## src/rtl/mem_rr.sv

```systemverilog
// Single-port RAM behind a valid/ready request/response pair: byte-enabled writes, address range
// check and a hardware clear after reset. Optional per-byte even parity when MEM_PARITY_EN is defined.
module mem_rr #(
    parameter int unsigned DW    = 8,
    parameter int unsigned AW    = 4,
    parameter int unsigned DEPTH = 11,
    localparam int unsigned NB   = DW / 8
) (
    input  logic          clk,
    input  logic          rst,
    input  logic          req_valid,
    output logic          req_ready,
    input  logic          req_wr,
    input  logic [AW-1:0] req_addr,
    input  logic [DW-1:0] req_wdata,
    input  logic [NB-1:0] req_be,
    output logic          rsp_valid,
    input  logic          rsp_ready,
    output logic [DW-1:0] rsp_rdata,
    output logic          rsp_err,
`ifdef MEM_PARITY_EN
    input  logic          par_inject,
`endif
    output logic          init_done
);

    typedef enum logic {
        ST_CLEAR,
        ST_RUN
    } state_t;

    localparam logic [AW:0]   DEPTH_W   = (AW + 1)'(DEPTH);
    localparam logic [AW-1:0] LAST_ADDR = AW'(DEPTH - 1);

    state_t        state_q, state_d;
    logic [AW-1:0] clr_ptr_q, clr_ptr_d;
    logic          init_done_q, init_done_d;
    logic          rsp_valid_q, rsp_valid_d;
    logic [DW-1:0] rsp_rdata_q, rsp_rdata_d;
    logic          rsp_err_q, rsp_err_d;

    logic [DW-1:0] mem_q [DEPTH];

    logic          accept;
    logic          in_range;
    logic [DW-1:0] rd_word;
    logic          rd_par_err;
    logic          mem_we;
    logic [AW-1:0] mem_waddr;
    logic [DW-1:0] mem_wdata;
    logic [NB-1:0] mem_wbe;

    assign req_ready = init_done_q && (!rsp_valid_q || rsp_ready);
    assign accept    = req_valid && req_ready;
    assign in_range  = {1'b0, req_addr} < DEPTH_W;
    assign rd_word   = in_range ? mem_q[req_addr] : '0;

`ifdef MEM_PARITY_EN
    logic [NB-1:0] par_q [DEPTH];
    logic [NB-1:0] rd_par;
    logic [NB-1:0] mem_wpar;

    assign rd_par = in_range ? par_q[req_addr] : '0;

    // Stored parity is compared against the data actually held in each lane.
    always_comb begin
        rd_par_err = 1'b0;
        for (int unsigned b = 0; b < NB; b++) begin
            if (rd_par[b] != ^rd_word[b*8 +: 8]) begin
                rd_par_err = 1'b1;
            end
        end
    end

    // Clear writes parity 0; inject flips the stored bit of every written lane.
    always_comb begin
        mem_wpar = '0;
        if (state_q == ST_RUN) begin
            for (int unsigned b = 0; b < NB; b++) begin
                mem_wpar[b] = (^req_wdata[b*8 +: 8]) ^ par_inject;
            end
        end
    end
`else
    assign rd_par_err = 1'b0;
`endif

    // Next-state, response and memory write-port control.
    always_comb begin
        state_d     = state_q;
        clr_ptr_d   = clr_ptr_q;
        init_done_d = init_done_q;
        rsp_valid_d = rsp_valid_q && !rsp_ready;
        rsp_rdata_d = rsp_rdata_q;
        rsp_err_d   = rsp_err_q;
        mem_we      = 1'b0;
        mem_waddr   = req_addr;
        mem_wdata   = req_wdata;
        mem_wbe     = req_be;

        case (state_q)
            ST_CLEAR: begin
                mem_we    = 1'b1;
                mem_waddr = clr_ptr_q;
                mem_wdata = '0;
                mem_wbe   = '1;
                clr_ptr_d = clr_ptr_q + AW'(1);
                if (clr_ptr_q == LAST_ADDR) begin
                    state_d     = ST_RUN;
                    init_done_d = 1'b1;
                end
            end
            ST_RUN: begin
                if (accept) begin
                    rsp_valid_d = 1'b1;
                    rsp_rdata_d = (!req_wr && in_range) ? rd_word : '0;
                    rsp_err_d   = !in_range || (!req_wr && rd_par_err);
                    mem_we      = req_wr && in_range;
                end
            end
            default: state_d = ST_CLEAR;
        endcase
    end

    always_ff @(posedge clk) begin
        if (rst) begin
            state_q     <= ST_CLEAR;
            clr_ptr_q   <= '0;
            init_done_q <= 1'b0;
            rsp_valid_q <= 1'b0;
            rsp_rdata_q <= '0;
            rsp_err_q   <= 1'b0;
        end else begin
            state_q     <= state_d;
            clr_ptr_q   <= clr_ptr_d;
            init_done_q <= init_done_d;
            rsp_valid_q <= rsp_valid_d;
            rsp_rdata_q <= rsp_rdata_d;
            rsp_err_q   <= rsp_err_d;
        end
    end

    // Storage is not reset; the clear sequence zeroes it instead.
    always_ff @(posedge clk) begin
        if (!rst && mem_we) begin
            for (int unsigned b = 0; b < NB; b++) begin
                if (mem_wbe[b]) begin
                    mem_q[mem_waddr][b*8 +: 8] <= mem_wdata[b*8 +: 8];
`ifdef MEM_PARITY_EN
                    par_q[mem_waddr][b] <= mem_wpar[b];
`endif
                end
            end
        end
    end

    assign rsp_valid = rsp_valid_q;
    assign rsp_rdata = rsp_rdata_q;
    assign rsp_err   = rsp_err_q;
    assign init_done = init_done_q;

endmodule

```

## config.mk

```make
export PLATFORM = sky130hd
export DESIGN_NAME = mem_rr
export DESIGN_NICKNAME = d
export VERILOG_FILES = /design/src/rtl/mem_rr.sv
export SDC_FILE = /design/constraint.sdc
export NUM_CORES = 1
export LEC_CHECK = 0
export CAP_MARGIN = 20
export CORE_MARGIN = 10
export CORE_UTILIZATION = 45
export CTS_CLUSTER_DIAMETER = 200
export CTS_CLUSTER_SIZE = 24
export DETAILED_ROUTE_END_ITERATION = 6
export DONT_BUFFER_PORTS = 1
export GPL_TIMING_DRIVEN = 0
export SLEW_MARGIN = 40
export SYNTH_ARGS = -nofsm -noshare
export SYNTH_HDL_FRONTEND = slang
export SYNTH_SLANG_ARGS = --single-unit
```

## constraint.sdc

```tcl
create_clock -name clk -period 2.9 [get_ports clk]
set_clock_uncertainty 0.2 [all_clocks]
set_input_delay 0.87 -clock clk [delete_from_list [all_inputs] [get_ports clk]]
set_output_delay 0.87 -clock clk [all_outputs]
set_load 0.01 [all_outputs]
```

==> metrics.txt <==
# TYPE chip_impl_metric gauge
chip_impl_metric{name="synthesis.instances",unit=""} 286
chip_impl_info{name="end_kind",value="flop"} 1
chip_impl_metric{name="totalNegativeSetupSlack",unit="ns"} -0.000129
chip_impl_metric{name="grt-ovfl-total",unit=""} 0
chip_impl_metric{name="count_of_yosys_warnings_during_synthesis",unit=""} 0
chip_impl_metric{name="maxSlewViolCount",unit=""} 0
chip_impl_metric{name="number_of_vias_per_cell_after_detailed_routing",unit=""} 5.58
chip_impl_metric{name="synth_nets",unit=""} 306
chip_impl_metric{name="grt_antenna_before_repair",unit=""} 0
chip_impl_metric{name="min_period_over_period",unit=""} 1.00
chip_impl_metric{name="clock_insertion_delay_worst_skew",unit="ns"} 0.36
chip_impl_metric{name="final_core_utilization",unit=""} 0.507
chip_impl_metric{name="power.total",unit="W"} 0.00261
chip_impl_info{name="worst_setup_path_start_kind",value="primary input"} 1
chip_impl_metric{name="detail_route.iter0.violations",unit=""} 143
chip_impl_metric{name="antenna_cells",unit=""} 0
chip_impl_metric{name="max_freq",unit="MHz"} 345
chip_impl_metric{name="rows",unit=""} 35
chip_impl_metric{name="worstPathArrival",unit="ns"} 2.70
chip_impl_metric{name="placedCellCount",unit=""} 415
chip_impl_metric{name="area_growth",unit="%"} 9.99
chip_impl_metric{name="maxCapViolCount",unit=""} 0
chip_impl_metric{name="synth.yosys.seq_area_share",unit=""} 0.696
chip_impl_info{name="status",value="finished, violations left"} 1
chip_impl_info{name="netlist_top_cells_count",value="sky130_fd_sc_hd__edfxtp_1, sky130_fd_sc_hd__nor2_1, sky130_fd_sc_hd__nor3_1, sky130_fd_sc_hd__dfxtp_1, sky130_fd_sc_hd__mux2i_1"} 1
chip_impl_info{name="cts-root-buf",value="sky130_fd_sc_hd__clkbuf_8"} 1
chip_impl_metric{name="num_vias",unit=""} 2406
chip_impl_info{name="synth_most_common_cell",value="sky130_fd_sc_hd__edfxtp_1"} 1
chip_impl_metric{name="postCtsSetupBuffers",unit=""} 0
chip_impl_metric{name="grt_use_total",unit=""} 0.138
chip_impl_metric{name="deepest_clock_path_buffer_count",unit=""} 2
chip_impl_metric{name="hpwl",unit="mm"} 6.21
chip_impl_metric{name="n_fill_cell",unit=""} 780
chip_impl_metric{name="layout_min_cycle_time",unit="ns"} 2.90
chip_impl_metric{name="ratio_of_cells_with_drive_above_1_in_the_final_layout",unit=""} 0.162
chip_impl_metric{name="synth-seq-cells",unit=""} 104
chip_impl_metric{name="synth_enable_flop_cells",unit=""} 88
chip_impl_metric{name="placement.io_buffers",unit=""} 0
chip_impl_info{name="failing_checks",value="negative setup slack"} 1
chip_impl_metric{name="numCtsBuffers",unit=""} 9
chip_impl_metric{name="initial_core_util",unit=""} 0.461
chip_impl_metric{name="synth-async-reset-ratio",unit=""} 0
chip_impl_info{name="worstSetupPathType",value="in -> reg"} 1
chip_impl_metric{name="detailed_router_iteration_count_before_antenna_repair",unit=""} 4
chip_impl_metric{name="horizontal_die_dimension",unit="um"} 117
chip_impl_metric{name="via_count_of_the_first_global_routing_pass",unit=""} 2402
chip_impl_metric{name="cp.required",unit="ns"} 2.70
chip_impl_info{name="synth_largest_area_cell",value="sky130_fd_sc_hd__edfxtp_1"} 1
chip_impl_info{name="hold_path_class",value="reg -> reg"} 1
chip_impl_metric{name="drc",unit=""} 0
chip_impl_metric{name="first_pass_grt_wire_length",unit="mm"} 13.9
chip_impl_metric{name="pin_count_of_the_biggest_net_entering_global_routing",unit=""} 18
chip_impl_info{name="unrepaired_setup_endpoints_after_global_routing",value="true"} 1
chip_impl_metric{name="gp_congestion",unit=""} 0.869
chip_impl_metric{name="power.density",unit="nW/um^2"} 556
chip_impl_metric{name="postSynthAreaPerCell",unit="sq um"} 14.9
chip_impl_metric{name="tightestPinTransition",unit="ns"} 0.804
chip_impl_metric{name="drt-wirelength-per-cell",unit="um"} 20.8
chip_impl_metric{name="leakagePower",unit="nW"} 1.47
chip_impl_metric{name="die_h",unit="um"} 117
chip_impl_metric{name="post-synth-top-area-fraction",unit=""} 0.620
chip_impl_metric{name="timing.final.ws_setup",unit="ns"} -0.000129
chip_impl_info{name="postSynth.topFlopCell",value="sky130_fd_sc_hd__edfxtp_1"} 1
chip_impl_metric{name="crit_path_max_fanout",unit=""} 10
chip_impl_metric{name="fin_nets",unit=""} 317
chip_impl_metric{name="setup_viol",unit=""} 1
chip_impl_info{name="synthTopCellsByArea",value="sky130_fd_sc_hd__edfxtp_1, sky130_fd_sc_hd__dfxtp_1, sky130_fd_sc_hd__mux4_2"} 1
chip_impl_metric{name="ctsHtreeMaxLevel",unit=""} 3
chip_impl_metric{name="slew_headroom",unit=""} 0.464
chip_impl_metric{name="post_layout_nonfiller_instances",unit=""} 431
chip_impl_metric{name="num_io_pins",unit=""} 30
chip_impl_metric{name="clk_transition_reported_paths",unit="ns"} 0.10
chip_impl_metric{name="fp.dieArea",unit="sq um"} 13800
chip_impl_metric{name="irDropWorstVdd",unit="uV"} 399
chip_impl_metric{name="design.core.area",unit="sq um"} 9240
chip_impl_metric{name="drt_wl_total",unit="mm"} 8.97
chip_impl_metric{name="final-hold-violation-count",unit=""} 0
chip_impl_metric{name="ys_types",unit=""} 36
chip_impl_metric{name="numClockSinks",unit=""} 104
chip_impl_metric{name="number_of_nets_with_antenna_violations_after_routing",unit=""} 0
chip_impl_metric{name="mappedNetlistArea",unit="sq um"} 4260
chip_impl_info{name="tritoncts",value="done"} 1
[sequential cells by signal, indices dropped and copies added (netlist names)]
name,flops
mem_q,88
rsp_rdata,8
clr_ptr_q,4
init_done,1
rsp_err,1
rsp_valid,1
state_q,1
[layer usage]
metal,global-route usage,vias up,wire [um]
li1,-,1123,-
met1,0.176,1228,3990
met2,0.216,43,4300
met3,0.0479,12,545
met4,0.0395,0,141
met5,0,-,0
[placed cells by master, fill, tap and decap left out, types with 2 or more instances in the layout]
master | Yosys | routed
sky130_fd_sc_hd__clkinvlp_4 | 0 | 2
sky130_fd_sc_hd__clkbuf_1 | 11 | 13
sky130_fd_sc_hd__and2_1 | 9 | 9
sky130_fd_sc_hd__clkbuf_8 | 0 | 9
sky130_fd_sc_hd__nand2b_1 | 3 | 3
sky130_fd_sc_hd__a31oi_1 | 3 | 3
sky130_fd_sc_hd__nor2_1 | 23 | 23
sky130_fd_sc_hd__buf_1 | 3 | 3
sky130_fd_sc_hd__buf_6 | 2 | 2
sky130_fd_sc_hd__o2bb2ai_1 | 8 | 8
sky130_fd_sc_hd__xor2_1 | 2 | 2
sky130_fd_sc_hd__nor2b_1 | 3 | 3
sky130_fd_sc_hd__inv_1 | 3 | 3
sky130_fd_sc_hd__buf_2 | 4 | 4
sky130_fd_sc_hd__dfxtp_1 | 16 | 16
sky130_fd_sc_hd__nor3_1 | 22 | 11
sky130_fd_sc_hd__mux4_2 | 8 | 8
sky130_fd_sc_hd__mux2i_1 | 16 | 16
sky130_fd_sc_hd__ha_1 | 2 | 2
sky130_fd_sc_hd__o22ai_1 | 7 | 7
sky130_fd_sc_hd__or3_1 | 8 | 8
sky130_fd_sc_hd__a21o_1 | 2 | 2
sky130_fd_sc_hd__mux2_2 | 8 | 8
sky130_fd_sc_hd__a2111oi_0 | 8 | 8
sky130_fd_sc_hd__edfxtp_1 | 88 | 88
sky130_fd_sc_hd__a21oi_1 | 6 | 6
sky130_fd_sc_hd__nor3_2 | 0 | 5
sky130_fd_sc_hd__nor3_4 | 0 | 6
sky130_fd_sc_hd__nor3b_1 | 2 | 2
sky130_fd_sc_hd__nand2_1 | 9 | 9
[cells by family (layout without fill, tap and decap cells)]
| logic type | after synthesis | in the layout | share of synthesized area |
|---|---|---|---|
| DFF | 104 | 104 | 0.696 |
| and+or+nand+nor | 83 | 83 | 0.0981 |
| muxes | 32 | 32 | 0.101 |
| AOI/OAI and AO/OA | 38 | 38 | 0.0664 |
| buffers and inverters | 24 | 40 | 0.0267 |
| xor gates and xnor gates | 3 | 3 | 0.00617 |
| adders and majority gates | 2 | 2 | 0.00587 |
[metrics by stage]
step                worst slack (ns)  instance area, sq um  hold WS [ns]
global placement              -0.816                  4440         0.301
finish                     -0.000129                  4680         0.313
floorplan                     -0.238                  4280         0.281
CTS                         -0.00335                  4670         0.320
detailed placement            -0.412                  4480         0.305
global route                 -0.0372                  4680         0.367
[critical path: stages]
cell and delay, ns:
sky130_fd_sc_hd__buf_2 0.14, sky130_fd_sc_hd__a21o_1 0.22, sky130_fd_sc_hd__a2111o_1 0.42, sky130_fd_sc_hd__a21o_1 0.23, sky130_fd_sc_hd__buf_6 0.18, sky130_fd_sc_hd__nor3_2 0.62
[final cells by class]
class | count | area, sq um | share of cell area
Buffer | 21 | 103 | 0.0219
Sequential cell | 104 | 2960 | 0.632
Multi-Input combinational cell | 158 | 1270 | 0.272
Inverter | 3 | 11.3 | 0.00240
Tap cell | 129 | 161 | 0.0345
Clock inverter | 5 | 40.0 | 0.00855
Clock buffer | 11 | 131 | 0.0280
[path summary, 6_finish.rpt]
kind	from	end	slack [ns]	depth (start not counted)
min reg2reg	rsp_err	rsp_err	0.31	2
max	req_addr[1]	mem_q[6][2]	-0.0001	6
min	rsp_err	rsp_err	0.31	2
max reg2reg	rsp_valid	mem_q[6][2]	0.41	5
[power breakdown]
| group | switching (W) | internal [W] | total [W] |
|---|---|---|---|
| sequential | 0.0000107 | 0.00163 | 0.00164 |
| combinational | 0.000103 | 0.0000572 | 0.000160 |
| clock | 0.000485 | 0.000321 | 0.000806 |
| total | 0.000599 | 0.00201 | 0.00261 |
[repair_timing]
item | CTS | global route
setup endpoints to repair | 12 | 44
gates resized for setup | 3 | 3
hold buffers | 0 | 0
(Power assumes the default switching activity.)
